`config.mk`:
```
export PLATFORM = sky130hd
export DESIGN_NAME = hyperram_ca_gen_flat
export DESIGN_NICKNAME = d
export VERILOG_FILES = /design/src/rtl/hyperram_pkg.sv /design/src/rtl/hyperram_ca_gen_if.sv /design/src/rtl/hyperram_ca_pack.sv /design/src/rtl/hyperram_ca_gen.sv /design/src/flat_wrapper.sv
export SDC_FILE = /design/constraint.sdc
export NUM_CORES = 1
export LEC_CHECK = 0
export ABC_AREA = 1
export CAP_MARGIN = 40
export CORE_ASPECT_RATIO = 0.75
export CORE_MARGIN = 3
export CORE_UTILIZATION = 30
export CTS_BUF_LIST = sky130_fd_sc_hd__clkbuf_16
export CTS_CLUSTER_DIAMETER = 100
export DETAILED_ROUTE_END_ITERATION = 12
export GPL_ROUTABILITY_DRIVEN = 0
export PLACE_DENSITY_LB_ADDON = 0.05
export SLEW_MARGIN = 5
export SYNTH_ARGS = -nofsm -noshare
export SYNTH_HDL_FRONTEND = slang
export SYNTH_HIERARCHICAL = 1
export SYNTH_SLANG_ARGS = --single-unit
```
`constraint.sdc`:
```
create_clock -name clk -period 3.75 [get_ports clk]
set_input_delay 1.125 -clock clk [delete_from_list [all_inputs] [get_ports clk]]
set_output_delay 1.125 -clock clk [all_outputs]
set_load 0.05 [all_outputs]
```
`src/rtl/hyperram_pkg.sv`:
```
// Shared HyperRAM CA definitions: bit positions, CA word layout and generator FSM states.
package hyperram_pkg;

  localparam int CA_W  = 48;
  localparam int CA_RW = 47;
  localparam int CA_AS = 46;
  localparam int CA_BT = 45;

  typedef struct packed {
    logic        rw;
    logic        as;
    logic        bt;
    logic [28:0] row_hi;
    logic [12:0] rsvd;
    logic [2:0]  col;
  } ca_fields_t;

  typedef enum logic [1:0] {
    ST_IDLE,
    ST_EMIT,
    ST_ERR
  } ca_state_e;

endpackage

```
`src/rtl/hyperram_ca_gen_if.sv`:
```
// Request and CA port bundle of hyperram_ca_gen; req_wrap exists only with HYPERRAM_CA_GEN_WRAP_EN.
interface hyperram_ca_gen_if #(
  parameter int ADDR_W    = 32,
  parameter int LEN_W     = 10,
  parameter int ROW_W     = 14,
  parameter int PAGE_ID_W = 5,
  parameter int BUF_W     = 5
);
  import hyperram_pkg::*;

  logic                 req_valid;
  logic                 req_ready;
  logic [ADDR_W-1:0]    req_addr;
  logic [LEN_W-1:0]     req_len;
  logic                 req_read;
  logic                 req_reg;
`ifdef HYPERRAM_CA_GEN_WRAP_EN
  logic                 req_wrap;
`endif
  logic                 ca_valid;
  logic                 ca_ready;
  logic [CA_W-1:0]      ca_word;
  logic [LEN_W-1:0]     ca_len;
  logic                 ca_last;
  logic [PAGE_ID_W-1:0] ca_page_id;
  logic [ROW_W-1:0]     ca_row_id;
  logic [BUF_W-1:0]     ca_buf_addr;
  logic                 err;

  modport master (
`ifdef HYPERRAM_CA_GEN_WRAP_EN
    output req_wrap,
`endif
    output req_valid, req_addr, req_len, req_read, req_reg, ca_ready,
    input  req_ready, ca_valid, ca_word, ca_len, ca_last,
    input  ca_page_id, ca_row_id, ca_buf_addr, err
  );

  modport slave (
`ifdef HYPERRAM_CA_GEN_WRAP_EN
    input  req_wrap,
`endif
    input  req_valid, req_addr, req_len, req_read, req_reg, ca_ready,
    output req_ready, ca_valid, ca_word, ca_len, ca_last,
    output ca_page_id, ca_row_id, ca_buf_addr, err
  );

endinterface

```
`src/rtl/hyperram_ca_pack.sv`:
```
// Combinational packer from burst attributes and word address to the 48-bit HyperBus CA word.
module hyperram_ca_pack
  import hyperram_pkg::*;
(
  input  logic            rd,
  input  logic            rg,
  input  logic            lin,
  input  logic [31:0]     word_addr,
  output logic [CA_W-1:0] ca
);

  ca_fields_t f;

  always_comb begin
    f        = '0;
    f.rw     = rd;
    f.as     = rg;
    f.bt     = lin;
    f.row_hi = word_addr[31:3];
    f.rsvd   = '0;
    f.col    = word_addr[2:0];
  end

  assign ca = f;

endmodule

```
`src/rtl/hyperram_ca_gen.sv`:
```
// HyperRAM CA generator: splits byte-addressed requests into page-bounded CA bursts.
// Optional wrapped bursts are enabled with HYPERRAM_CA_GEN_WRAP_EN.
module hyperram_ca_gen
  import hyperram_pkg::*;
#(
  parameter int ADDR_W     = 32,
  parameter int LEN_W      = 10,
  parameter int PAGE_BYTES = 32,
  parameter int ROW_LSB    = 10,
  parameter int ROW_W      = 14,
  parameter int PAGE_ID_W  = 5
) (
  input logic               clk,
  input logic               rst_n,
  hyperram_ca_gen_if.slave  bus
);

  localparam int PB_LOG = $clog2(PAGE_BYTES);
  localparam int CW     = (LEN_W > PB_LOG + 1) ? LEN_W : PB_LOG + 1;

  ca_state_e state, state_nx;

  logic [ADDR_W-1:0]    addr_q;
  logic [LEN_W-1:0]     rem_q, chunk_q;
  logic                 rd_q, rg_q, lin_q, single_q;
  logic [CA_W-1:0]      ca_word_q;
  logic [LEN_W-1:0]     ca_len_q;
  logic                 ca_last_q;
  logic [PAGE_ID_W-1:0] page_id_q;
  logic [ROW_W-1:0]     row_id_q;
  logic [PB_LOG-1:0]    buf_addr_q;

  logic                 req_wrap, accept, bad_req, hs, ld;
  logic [ADDR_W-1:0]    nxt_addr, src_addr, pg_full;
  logic [LEN_W-1:0]     nxt_rem, src_rem, chunk, ld_len;
  logic                 src_rd, src_rg, src_lin, src_single;
  logic [PB_LOG:0]      room_b;
  logic [CW-1:0]        room_w, rem_w;
  logic [CA_W-1:0]      ca_pack;
  logic [31:0]          word_addr;
  logic                 unused_bits;

`ifdef HYPERRAM_CA_GEN_WRAP_EN
  assign req_wrap = bus.req_wrap;
`else
  assign req_wrap = 1'b0;
`endif

  assign accept  = bus.req_valid && (state == ST_IDLE);
  assign bad_req = (bus.req_len == '0) ||
                   (req_wrap && (bus.req_len != LEN_W'(PAGE_BYTES / 2)));
  assign hs      = (state == ST_EMIT) && bus.ca_ready;
  assign nxt_addr = addr_q + ADDR_W'({chunk_q, 1'b0});
  assign nxt_rem  = rem_q - chunk_q;

  // Load source: the new request while idle, otherwise the continuation of the current one.
  always_comb begin
    src_addr = nxt_addr;
    src_rem  = nxt_rem;
    src_rd   = rd_q;
    src_rg   = rg_q;
    src_lin  = lin_q;
    if (state == ST_IDLE) begin
      src_addr = {bus.req_addr[ADDR_W-1:1], 1'b0};
      src_rem  = bus.req_len;
      src_rd   = bus.req_read;
      src_rg   = bus.req_reg;
      src_lin  = ~req_wrap;
    end
  end

  assign src_single = src_rg | ~src_lin;
  assign room_b     = (PB_LOG + 1)'(PAGE_BYTES) - {1'b0, src_addr[PB_LOG-1:0]};
  assign room_w     = CW'(room_b >> 1);
  assign rem_w      = CW'(src_rem);
  assign chunk      = (rem_w < room_w) ? src_rem : LEN_W'(room_w);
  assign ld_len     = src_rg ? LEN_W'(1) : (src_lin ? chunk : src_rem);
  assign word_addr  = 32'(src_addr[ADDR_W-1:1]);
  assign pg_full    = src_addr >> PB_LOG;
  assign unused_bits = ^{bus.req_addr[0], pg_full[ADDR_W-1:PAGE_ID_W]};

  hyperram_ca_pack u_pack (
    .rd        (src_rd),
    .rg        (src_rg),
    .lin       (src_lin),
    .word_addr (word_addr),
    .ca        (ca_pack)
  );

  always_comb begin
    state_nx = state;
    ld       = 1'b0;
    case (state)
      ST_IDLE: begin
        if (accept) begin
          if (bad_req) begin
            state_nx = ST_ERR;
          end else begin
            state_nx = ST_EMIT;
            ld       = 1'b1;
          end
        end
      end
      ST_EMIT: begin
        if (hs) begin
          if (single_q || (nxt_rem == '0)) state_nx = ST_IDLE;
          else                             ld       = 1'b1;
        end
      end
      ST_ERR:  state_nx = ST_IDLE;
      default: state_nx = ST_IDLE;
    endcase
  end

  always_ff @(posedge clk or negedge rst_n) begin
    if (!rst_n) state <= ST_IDLE;
    else        state <= state_nx;
  end

  // Burst registers: loaded on acceptance and on every non-final CA handshake.
  always_ff @(posedge clk or negedge rst_n) begin
    if (!rst_n) begin
      addr_q     <= '0;
      rem_q      <= '0;
      chunk_q    <= '0;
      rd_q       <= 1'b0;
      rg_q       <= 1'b0;
      lin_q      <= 1'b0;
      single_q   <= 1'b0;
      ca_word_q  <= '0;
      ca_len_q   <= '0;
      ca_last_q  <= 1'b0;
      page_id_q  <= '0;
      row_id_q   <= '0;
      buf_addr_q <= '0;
    end else if (ld) begin
      addr_q     <= src_addr;
      rem_q      <= src_rem;
      chunk_q    <= chunk;
      rd_q       <= src_rd;
      rg_q       <= src_rg;
      lin_q      <= src_lin;
      single_q   <= src_single;
      ca_word_q  <= ca_pack;
      ca_len_q   <= ld_len;
      ca_last_q  <= src_single | (chunk == src_rem);
      page_id_q  <= pg_full[PAGE_ID_W-1:0];
      row_id_q   <= src_addr[ROW_LSB+ROW_W-1:ROW_LSB];
      buf_addr_q <= src_addr[PB_LOG-1:0];
    end
  end

  assign bus.req_ready   = (state == ST_IDLE);
  assign bus.ca_valid    = (state == ST_EMIT);
  assign bus.err         = (state == ST_ERR);
  assign bus.ca_word     = ca_word_q;
  assign bus.ca_len      = ca_len_q;
  assign bus.ca_last     = ca_last_q;
  assign bus.ca_page_id  = page_id_q;
  assign bus.ca_row_id   = row_id_q;
  assign bus.ca_buf_addr = buf_addr_q;

endmodule

```
`src/flat_wrapper.sv`:
```
// flat-port wrapper written by rule: the top's interface ports become plain ports
module hyperram_ca_gen_flat import hyperram_pkg::*;
#(
  parameter int ADDR_W     = 32,
  parameter int LEN_W      = 10,
  parameter int PAGE_BYTES = 32,
  parameter int ROW_LSB    = 10,
  parameter int ROW_W      = 14,
  parameter int PAGE_ID_W  = 5
)
  (clk, rst_n, bus_req_valid, bus_req_addr, bus_req_len, bus_req_read, bus_req_reg, bus_ca_ready, bus_req_ready, bus_ca_valid, bus_ca_word, bus_ca_len, bus_ca_last, bus_ca_page_id, bus_ca_row_id, bus_ca_buf_addr, bus_err);
  hyperram_ca_gen_if #(.ADDR_W(ADDR_W), .LEN_W(LEN_W), .ROW_W(ROW_W), .PAGE_ID_W(PAGE_ID_W), .BUF_W(5)) bus_i ();
  input logic clk;
  input logic rst_n;
  input wire logic [$bits(bus_i.req_valid)-1:0] bus_req_valid;
  input wire logic [$bits(bus_i.req_addr)-1:0] bus_req_addr;
  input wire logic [$bits(bus_i.req_len)-1:0] bus_req_len;
  input wire logic [$bits(bus_i.req_read)-1:0] bus_req_read;
  input wire logic [$bits(bus_i.req_reg)-1:0] bus_req_reg;
  input wire logic [$bits(bus_i.ca_ready)-1:0] bus_ca_ready;
  output wire logic [$bits(bus_i.req_ready)-1:0] bus_req_ready;
  output wire logic [$bits(bus_i.ca_valid)-1:0] bus_ca_valid;
  output wire logic [$bits(bus_i.ca_word)-1:0] bus_ca_word;
  output wire logic [$bits(bus_i.ca_len)-1:0] bus_ca_len;
  output wire logic [$bits(bus_i.ca_last)-1:0] bus_ca_last;
  output wire logic [$bits(bus_i.ca_page_id)-1:0] bus_ca_page_id;
  output wire logic [$bits(bus_i.ca_row_id)-1:0] bus_ca_row_id;
  output wire logic [$bits(bus_i.ca_buf_addr)-1:0] bus_ca_buf_addr;
  output wire logic [$bits(bus_i.err)-1:0] bus_err;
  assign bus_i.req_valid = bus_req_valid;
  assign bus_i.req_addr = bus_req_addr;
  assign bus_i.req_len = bus_req_len;
  assign bus_i.req_read = bus_req_read;
  assign bus_i.req_reg = bus_req_reg;
  assign bus_i.ca_ready = bus_ca_ready;
  assign bus_req_ready = bus_i.req_ready;
  assign bus_ca_valid = bus_i.ca_valid;
  assign bus_ca_word = bus_i.ca_word;
  assign bus_ca_len = bus_i.ca_len;
  assign bus_ca_last = bus_i.ca_last;
  assign bus_ca_page_id = bus_i.ca_page_id;
  assign bus_ca_row_id = bus_i.ca_row_id;
  assign bus_ca_buf_addr = bus_i.ca_buf_addr;
  assign bus_err = bus_i.err;
  hyperram_ca_gen #(.ADDR_W(ADDR_W), .LEN_W(LEN_W), .PAGE_BYTES(PAGE_BYTES), .ROW_LSB(ROW_LSB), .ROW_W(ROW_W), .PAGE_ID_W(PAGE_ID_W)) u_core (.clk(clk), .rst_n(rst_n), .bus(bus_i));
endmodule
```
==> metrics <==
status complete, no violations; initial core utilization 30.9%; synthesis warning total 6; top-count cell post-synth nand2_1; FF+latch area 0.00293 mm2; Mapped Cells 1045; Final nets 1216; H-Tree Level Count 4; Yosys top cell by area dfrtp_1; share of layout cells above drive strength 1 8.66%; Pleak 4.73 nW; dominant synthesized flop cell dfrtp_1; register bit count reported by yosys 117; count of cell types in the netlist 46; DR vias/cell 4.47; fin cells 1486; row cnt 49; via count 6638; vias in the first global route 6387; I/O Buffers 132; Crit. End Element register; setup TNS 0 ns; area delta synth->final 26.8%; Max-Slew Margin vs Limit 62.6%; Total Wirelength 22.3 mm; Inst Count DP 1454; fin crit period 3.47 ns; Worst VDD drop 0.000464 V; Worst EP arrival 3.80 ns; # IOs 134; Max Freq 289 MHz; Remaining Overflow, GRT 0; Clock Latency Late Sink 0.41 ns; critical path type reg2reg; DR DRC count 0; clk buf depth 2; Synth async-reset ratio 100%; post-synthesis sequential area ratio 39.0%; Core Footprint 0.0243 mm2; die footprint 0.0270 mm2; DR iter-0 viols 431; diode count 0; Fillers 2660; Design Power 10.3 mW; TritonCTS clock tree yes; number of synthesized flops with an enable pin 0; CTS clk-pin slew, worst paths 0.06 ns; max_cap viols 0; initial antenna violation count 0; Slew Limit Fails 0; PwrDens 1090 mW/mm2; RSZ-0062 raised after global routing no; Final period util 92.4%; top-area cell type share of the netlist area 39.0%; CTS Buf Count 17; final setup fails 0; Die Y-Extent 143 um; setup bufs post-CTS 0; die span in x 189 um; Hold Violations, Final 0; gr usage total 16.9%; CTS Root Cell clkbuf_16; dpl hpwl 16.9 mm; syn_area_per_cell 7.18 um2; hold_buf cts 0; Post-Synthesis Cell Area 0.00750 mm2; first-pass iteration count of the detailed router 5; worst-margin pin slew 0.559 ns; routed len/inst 15.0 um; crit path launch type register; Hold WS 0.467 ns; first-pass GRT wire length 35.7 mm; crit path max fanout 10; Commonest cells post-synth nand2_1, dfrtp_1, inv_1; multi-input logic area 0.00353 mm2; # clock sinks 117; largest cells by area after synthesis dfrtp_1, nand2_1, buf_4; Critical Path RT 4.08 ns; HP Class reg2reg; skew final 0.0142 ns; largest net degree at the start of global routing 61; Detail Route Antenna Nets 0
-- critical path, cell delays in order, from the launching register on --
cell and delay (ns):
dfrtp_1 0.41, ha_1 0.28, fa_1 0.52, o21ai_1 0.25, nand2_1 0.13, nor2_1 0.22, inv_1 0.07, nand2_1 0.08
nand2_1 0.07, ha_1 0.27, nand2_1 0.07, nand2_1 0.06, a21oi_1 0.15, nand2_2 0.17, o21ai_0 0.34, buf_4 0.17
nand2_1 0.04, o21ai_1 0.07
-- final timing paths --
| check | from | to | slack [ns] | cells after the start |
|---|---|---|---|---|
| worst max-delay path | u_core/addr_q[1] | u_core/chunk_q[4] | 0.28 | 17 |
| worst min-delay path | u_core/bus.ca_word[6] | u_core/bus.ca_word[6] | 0.47 | 2 |
| worst max register to register | u_core/addr_q[1] | u_core/chunk_q[4] | 0.28 | 17 |
| worst min register to register | u_core/bus.ca_word[6] | u_core/bus.ca_word[6] | 0.47 | 2 |
| max in group asynchronous | rst_n | u_core/lin_q | 2.43 | 2 |
| min in group asynchronous | rst_n | u_core/rem_q[6] | 0.66 | 1 |
-- state kept, by name, summed over array words and instances, names as in the netlist --
name and count:
u_core/addr_q 32, u_core/bus.ca_last 1, u_core/bus.ca_len 10, u_core/bus.ca_word 48, u_core/chunk_q 10, u_core/lin_q 1
u_core/rd_q 1, u_core/rem_q 10, u_core/rg_q 1, u_core/single_q 1, u_core/state 2
-- per-layer routing --
metal  vias up  GRT usage (%)  share of wire (%)
li1       3401              -                  -
met1      3084           27.4                 57
met2       143           21.8                 37
met3        10           4.49                5.9
met4         0           3.41               0.59
met5         -              0                  0
-- metrics by stage --
step / setup WS (ns) / instance area [um2] / utilization, %
final: 0.285 / 9510 / 39.2
after global routing: 0.0137 / 9510 / 39.2
after CTS: 0.209 / 9500 / 39.1
after detailed placement: -0.107 / 8920 / 36.8
after global placement: -0.0619 / 8920 / 36.8
after floorplan: 0.736 / 7550 / -
-- power by group --
part / switching, mW / leakage [nW] / internal, mW
combinational: 4.23 / 2.99 / 2.24
sequential: 0.440 / 1.47 / 1.80
clock: 0.657 / 0.272 / 0.983
-- kinds of logic after synthesis --
group | count (synthesis) | synth area share (%)
xor+xnor | 18 | 2.10
simple gates | 584 | 32.0
compound gates | 101 | 7.44
buf+inv | 197 | 14.7
fa+ha+maj | 26 | 4.54
flops | 117 | 39.0
other cells | 2 | 0.100
-- placed cells by master (no fill, tap or decap), types with 3 or more instances in the layout --
cell,n
a21oi_1,18
a31oi_1,10
buf_12,8
buf_4,32
clkbuf_16,17
clkdlybuf4s50_1,131
clkinv_1,3
clkinvlp_4,4
conb_1,14
dfrtp_1,117
ha_1,24
inv_1,86
inv_2,4
inv_6,4
nand2_1,425
nand2_2,5
nand3_1,45
nand3b_1,4
nand4_1,14
nor2_1,59
nor2_2,3
nor3_1,8
nor4_1,3
o21ai_0,37
o21ai_1,25
or2_2,6
xnor2_1,4
xor2_1,13
-- area by class of cell --
class,instances,share of cell area (%)
well taps,331,4.35
clock buffers,17,4.47
inverters,92,3.64
clock inverters,15,1.63
flip-flops and latches,117,30.8
multi-input cells,743,37.1
repair buffers,171,18.0
-- what timing repair did --
action,in CTS,in global routing
resized for setup,0,2
endpoints found under the setup margin,0,7
hold endpoints to repair,0,0
Power figures use the tool's default switching activity.
==> RTL edit 1, RTL diff (same flow settings) <==
The 3 states of `ca_state_e` get a one-hot encoding in 3 bits.
--- a/src/rtl/hyperram_pkg.sv
+++ b/src/rtl/hyperram_pkg.sv
@@ -16,8 +16,8 @@
   } ca_fields_t;
 
-  typedef enum logic [1:0] {
-    ST_IDLE,
-    ST_EMIT,
-    ST_ERR
+  typedef enum logic [2:0] {
+    ST_IDLE = 3'b001,
+    ST_EMIT = 3'b010,
+    ST_ERR  = 3'b100
   } ca_state_e;
 
Function: same outputs for any inputs over 4 cycles, from zero or initial values and one cycle with rst_n low; so few cycles prove little.
==> RTL edit 1 against the original RTL <==
- maximum frequency rose by 1.4%
- synthesized area rose by 0.72%
- clock skew barely moved
- worst setup slack improved by 0.049 ns
- die area rose by 0.69%
- routed wire length rose by 2.5%
- design area rose by 0.14%
- sequential cell count rose by 1
Power is left out: the tool's default activity adds up to more than one toggle a clock period on the data nets, which glitch-free logic cannot reach.
==> RTL edit 1: results (changes against the original RTL) <==
[outcome]
status = finished, final reports clean  ; unchanged

[placed_design]
placedInstanceArea_um2 = 8970  ; was 8920 µm²
dp.cells = 1471  ; was 1454
dpl.hpwl_um = 17200  ; was 16900 µm
post-place-ws_ns = -0.282  ; was -0.107 ns

[timing]
fin_worst_skew_ns = 0.0141  ; was 0.0142 ns
slew_headroom_pct = 61.8  ; was 62.6%
fin_hold_ws_ns = 0.465  ; was 0.467 ns
period_minus_slack_ns = 3.42  ; was 3.47 ns

[grt]
met2_usage_pct = 23.1  ; was 21.8%
grt_pass1_vias = 6299  ; was 6387
grt_pass1_wl_um = 35900  ; was 35700 µm
grtUsageMet3_pct = 4.36  ; was 4.49%
grtUsageTotal_pct = 17.2  ; was 16.9%
use_met1_pct = 27.1  ; was 27.4%

[logic_synthesis]
synthAdderAreaFrac_pct = 4.50  ; was 4.54%
netlist_instances = 1064  ; was 1045
synthTopCellsByCount = nand2_1, dfrtp_1, inv_1  ; unchanged
ys_types = 40  ; was 46
synth_xor_area_share_pct = 2.09  ; was 2.10%
ys_seq_area_share_pct = 39.1  ; was 39.0%
synth-compound-area-share_pct = 7.30  ; was 7.44%

[min_path]
holdPathEnd = u_core/bus.ca_word[44]  ; was u_core/bus.ca_word[6]
hold_path.startpoint = u_core/bus.ca_word[44]  ; was u_core/bus.ca_word[6]

[routing]
drtPass1Iterations = 4  ; was 5
dr_total_vias = 6640  ; was 6638
wl_per_cell_um = 15.2  ; was 15.0 µm
drt_iter0_markers = 355  ; was 431
wl_um = 22800  ; was 22300 µm

[worst_setup_path]
worstReg2RegEnd = u_core/bus.ca_len[3]  ; was u_core/chunk_q[4]
reg2reg_depth = 21  ; was 17
cpMaxStageDelayCell = clkdlybuf4s50_1  ; was fa_1
worstPathArrival_ns = 3.72  ; was 3.80 ns
worst_path_largest_cell_delay_ns = 0.48  ; was 0.52 ns

[final_layout]
fin_nets = 1233  ; was 1216
layout-drive-gt1-share_pct = 8.37  ; was 8.66%

[clock_tree]
clk-insertion-delay-late_ns = 0.42

==> RTL edit 1: cell type report <==
type                       count  area [µm²]
multi-input combinational    760        3580
clock inverter                14         118
tap                          331         414
inverter                      93         352
timing repair buffer         169        1690
sequential                   118        2950
fill                        2625       14800
clock buffer                  17         425
==> RTL edit 1: routing by layer <==
| layer | part of all wire (%) | vias up |
|---|---|---|
| met5 | 0 | - |
| met1 | 55 | 3021 |
| met3 | 5.3 | 11 |
| met4 | 0.69 | 0 |
| li1 | - | 3457 |
| met2 | 39 | 151 |
==> RTL edit 1: worst max-delay path by stage <==
stage                                start  cells past startpoint                   end
after floorplan            bus_req_addr[1]                     18  u_core/bus.ca_len[4]
after global placement     bus_req_addr[1]                     18  u_core/bus.ca_len[1]
after detailed placement   bus_req_addr[1]                     18  u_core/bus.ca_len[1]
after CTS                 u_core/addr_q[1]                     19  u_core/bus.ca_len[1]
after global routing       bus_req_addr[1]                     20  u_core/bus.ca_len[3]
final                      bus_req_addr[1]                     20  u_core/bus.ca_len[3]
==> RTL edit 1: worst max-delay path, delay by kind of cell <==
family,cells,cell delay (ns)
AO/OA/AOI/OAI,2,0.33
buffers and inverters,3,0.71
AND/OR/NAND/NOR,13,1.05
adder cells (fa/ha/maj),2,0.51
==> RTL edit 1: cells by family (layout without fill, tap and decap cells) <==
group,after synthesis,in the layout
other,2,14
AO/OA/AOI/OAI,100,100
XOR/XNOR,18,18
flip-flops,118,118
AND/OR/NAND/NOR,602,602
buffers and inverters,198,293
adder cells (fa/ha/maj),26,26
==> RTL edit 1: timing repair <==
action	in CTS	in global routing
setup endpoints to repair	0	15
resized for setup	0	6
hold buffers	0	0
hold endpoints to repair	0	0
==> RTL edit 2, RTL diff (config.mk and constraints unchanged) <==
Made on the original files. `ROW_W` is set to 14 in 3 places; all go to 18.
--- a/src/rtl/hyperram_ca_gen_if.sv
+++ b/src/rtl/hyperram_ca_gen_if.sv
@@ -3,5 +3,5 @@
   parameter int ADDR_W    = 32,
   parameter int LEN_W     = 10,
-  parameter int ROW_W     = 14,
+  parameter int ROW_W     = 18,
   parameter int PAGE_ID_W = 5,
   parameter int BUF_W     = 5
--- a/src/rtl/hyperram_ca_gen.sv
+++ b/src/rtl/hyperram_ca_gen.sv
@@ -8,5 +8,5 @@
   parameter int PAGE_BYTES = 32,
   parameter int ROW_LSB    = 10,
-  parameter int ROW_W      = 14,
+  parameter int ROW_W      = 18,
   parameter int PAGE_ID_W  = 5
 ) (
--- a/src/flat_wrapper.sv
+++ b/src/flat_wrapper.sv
@@ -6,5 +6,5 @@
   parameter int PAGE_BYTES = 32,
   parameter int ROW_LSB    = 10,
-  parameter int ROW_W      = 14,
+  parameter int ROW_W      = 18,
   parameter int PAGE_ID_W  = 5
 )
Ports: changed (resized bus_ca_row_id); port bits go from 134 to 138. No check against the original RTL was run, so the function may have changed too.
==> RTL edit 2 against the original RTL <==
- synthesized area shrank 1.7%
- critical path type unchanged
- worst setup slack gained 0.032 ns
- non-clock buffer count shrank 4
- cell count shrank 2.0%
- critical endpoint is now u_core/bus.ca_len[2]
- routed wire length shrank 0.17%
- die area shrank 1.6%
- design area shrank 2.8%
- sequential cell count is the same
Power is left out: the tool's default activity adds up to more than one toggle a clock period on the data nets, which glitch-free logic cannot reach.
==> RTL edit 2: results (changes against the original RTL) <==
[outcome]
status = finished, final reports clean  ; unchanged

[logic_synthesis]
synthArstFlopShare_pct = 100  ; unchanged
ys_types = 39  ; was 46
synthTopCellsByCount = nand2_1, dfrtp_1, buf_4  ; was nand2_1, dfrtp_1, inv_1
yosys_warnings = 6  ; unchanged
ys_seq_area_share_pct = 39.7  ; was 39.0%
synthTopCellsByArea = dfrtp_1, nand2_1, buf_4  ; unchanged

[clock_tree]
cts_buffer_depth = 2  ; unchanged
clk-insertion-delay-late_ns = 0.42
cts_buffers = 17  ; unchanged
cts_root_buffer = clkbuf_16  ; unchanged
cts_max_level = 4  ; unchanged
path_clk_slew_ns = 0.06  ; about the same

[placed_design]
portBuffers = 136  ; was 132
dpl.hpwl_um = 16200  ; was 16900 µm

[worst_setup_path]
worstPathArrival_ns = 3.74  ; was 3.80 ns
crit_fanout = 13  ; was 10

[grt]
grt_pass1_wl_um = 35200  ; was 35700 µm
grt_pass1_vias = 6216  ; was 6387
grtUsageTotal_pct = 17.1  ; was 16.9%
grt_max_degree = 67  ; was 61
antenna_found_initial = 0  ; unchanged

[final_layout]
layout-drive-gt1-share_pct = 6.13  ; was 8.66%
diodes = 0  ; unchanged
fin_nets = 1188  ; was 1216
largest_register_ffs = 48  ; unchanged

[min_path]
worst_hold_path_type = reg -> reg  ; unchanged

[timing]
worst_pin_slew_ns = 0.689  ; was 0.559 ns
fin_worst_skew_ns = 0.0101  ; was 0.0142 ns

[routing]
drt_iter0_markers = 330  ; was 431
wl_per_cell_um = 15.3  ; was 15.0 µm
viasPerCell = 4.41  ; was 4.47
drtPass1Iterations = 5  ; unchanged

==> RTL edit 2: layout make-up <==
| class | instances | area, µm² |
|---|---|---|
| Clock buffer | 17 | 425 |
| Clock inverter | 13 | 129 |
| Fill cell | 2560 | 14900 |
| Inverter | 79 | 298 |
| Multi-Input combinational cell | 732 | 3430 |
| Sequential cell | 117 | 2930 |
| Tap cell | 331 | 414 |
| Timing Repair Buffer | 167 | 1620 |
==> RTL edit 2: logic make-up after synthesis <==
family,share of synthesized area [%]
adder cells (fa/ha/maj),4.61
buffers and inverters,14.7
XOR/XNOR,2.49
flip-flops,39.7
other,0.102
AND/OR/NAND/NOR,31.8
AO/OA/AOI/OAI,6.63
==> RTL edit 2: worst max-delay path: stages (launching register included) <==
cell	delay, ns
dfrtp_1	0.36
inv_1	0.11
ha_1	0.15
inv_1	0.09
fa_1	0.62
inv_1	0.06
o21ai_0	0.40
ha_1	0.31
nand2_1	0.06
nand2_1	0.05
nand2_1	0.05
nand2_1	0.05
nand2_1	0.05
nand2_1	0.04
nand2_1	0.11
nand4_4	0.22
o21ai_1	0.34
nand2_1	0.09
nand2_1	0.10
nand2_1	0.05
==> RTL edit 2: path summary, 6_finish.rpt <==
kind / start / end / slack [ns] / depth (start not counted)
min in group asynchronous: rst_n / u_core/addr_q[5] / 0.70 / 1
max in group asynchronous: rst_n / u_core/addr_q[9] / 2.20 / 2
setup reg to reg: u_core/rem_q[0] / u_core/bus.ca_len[2] / 0.32 / 19
setup / recovery: u_core/rem_q[0] / u_core/bus.ca_len[2] / 0.32 / 19
hold reg to reg: u_core/bus.ca_word[13] / u_core/bus.ca_word[13] / 0.47 / 2
hold / removal: u_core/bus.ca_word[13] / u_core/bus.ca_word[13] / 0.47 / 2
==> RTL edit 2: routing by layer <==
layer	up-vias	GRT usage [%]	part of all wire, %	wire, µm
met5	-	0	0	0
met4	0	3.98	0.74	165
met3	13	4.64	4.8	1060
met2	125	23.5	39	8670
met1	2977	26.1	55	12300
li1	3311	-	-	-
==> RTL edit 2: what timing repair did <==
item                                    in CTS  in global routing
resized for setup                            0                  1
buffers inserted                             0                  0
endpoints found under the setup margin       0                  3
==> RTL edit 2: per-stage QoR <==
stage	util, %	cells	hold slack (ns)	instance area [µm²]	setup slack (ns)
finish	38.4	1456	0.466	9240	0.316
global route	38.4	1456	0.491	9240	0.0732
CTS	38.3	1456	0.472	9230	0.255
detailed placement	36.0	1426	0.458	8680	-0.184
global placement	36.0	1426	0.454	8680	-0.175
floorplan	-	1037	0.448	7420	0.737
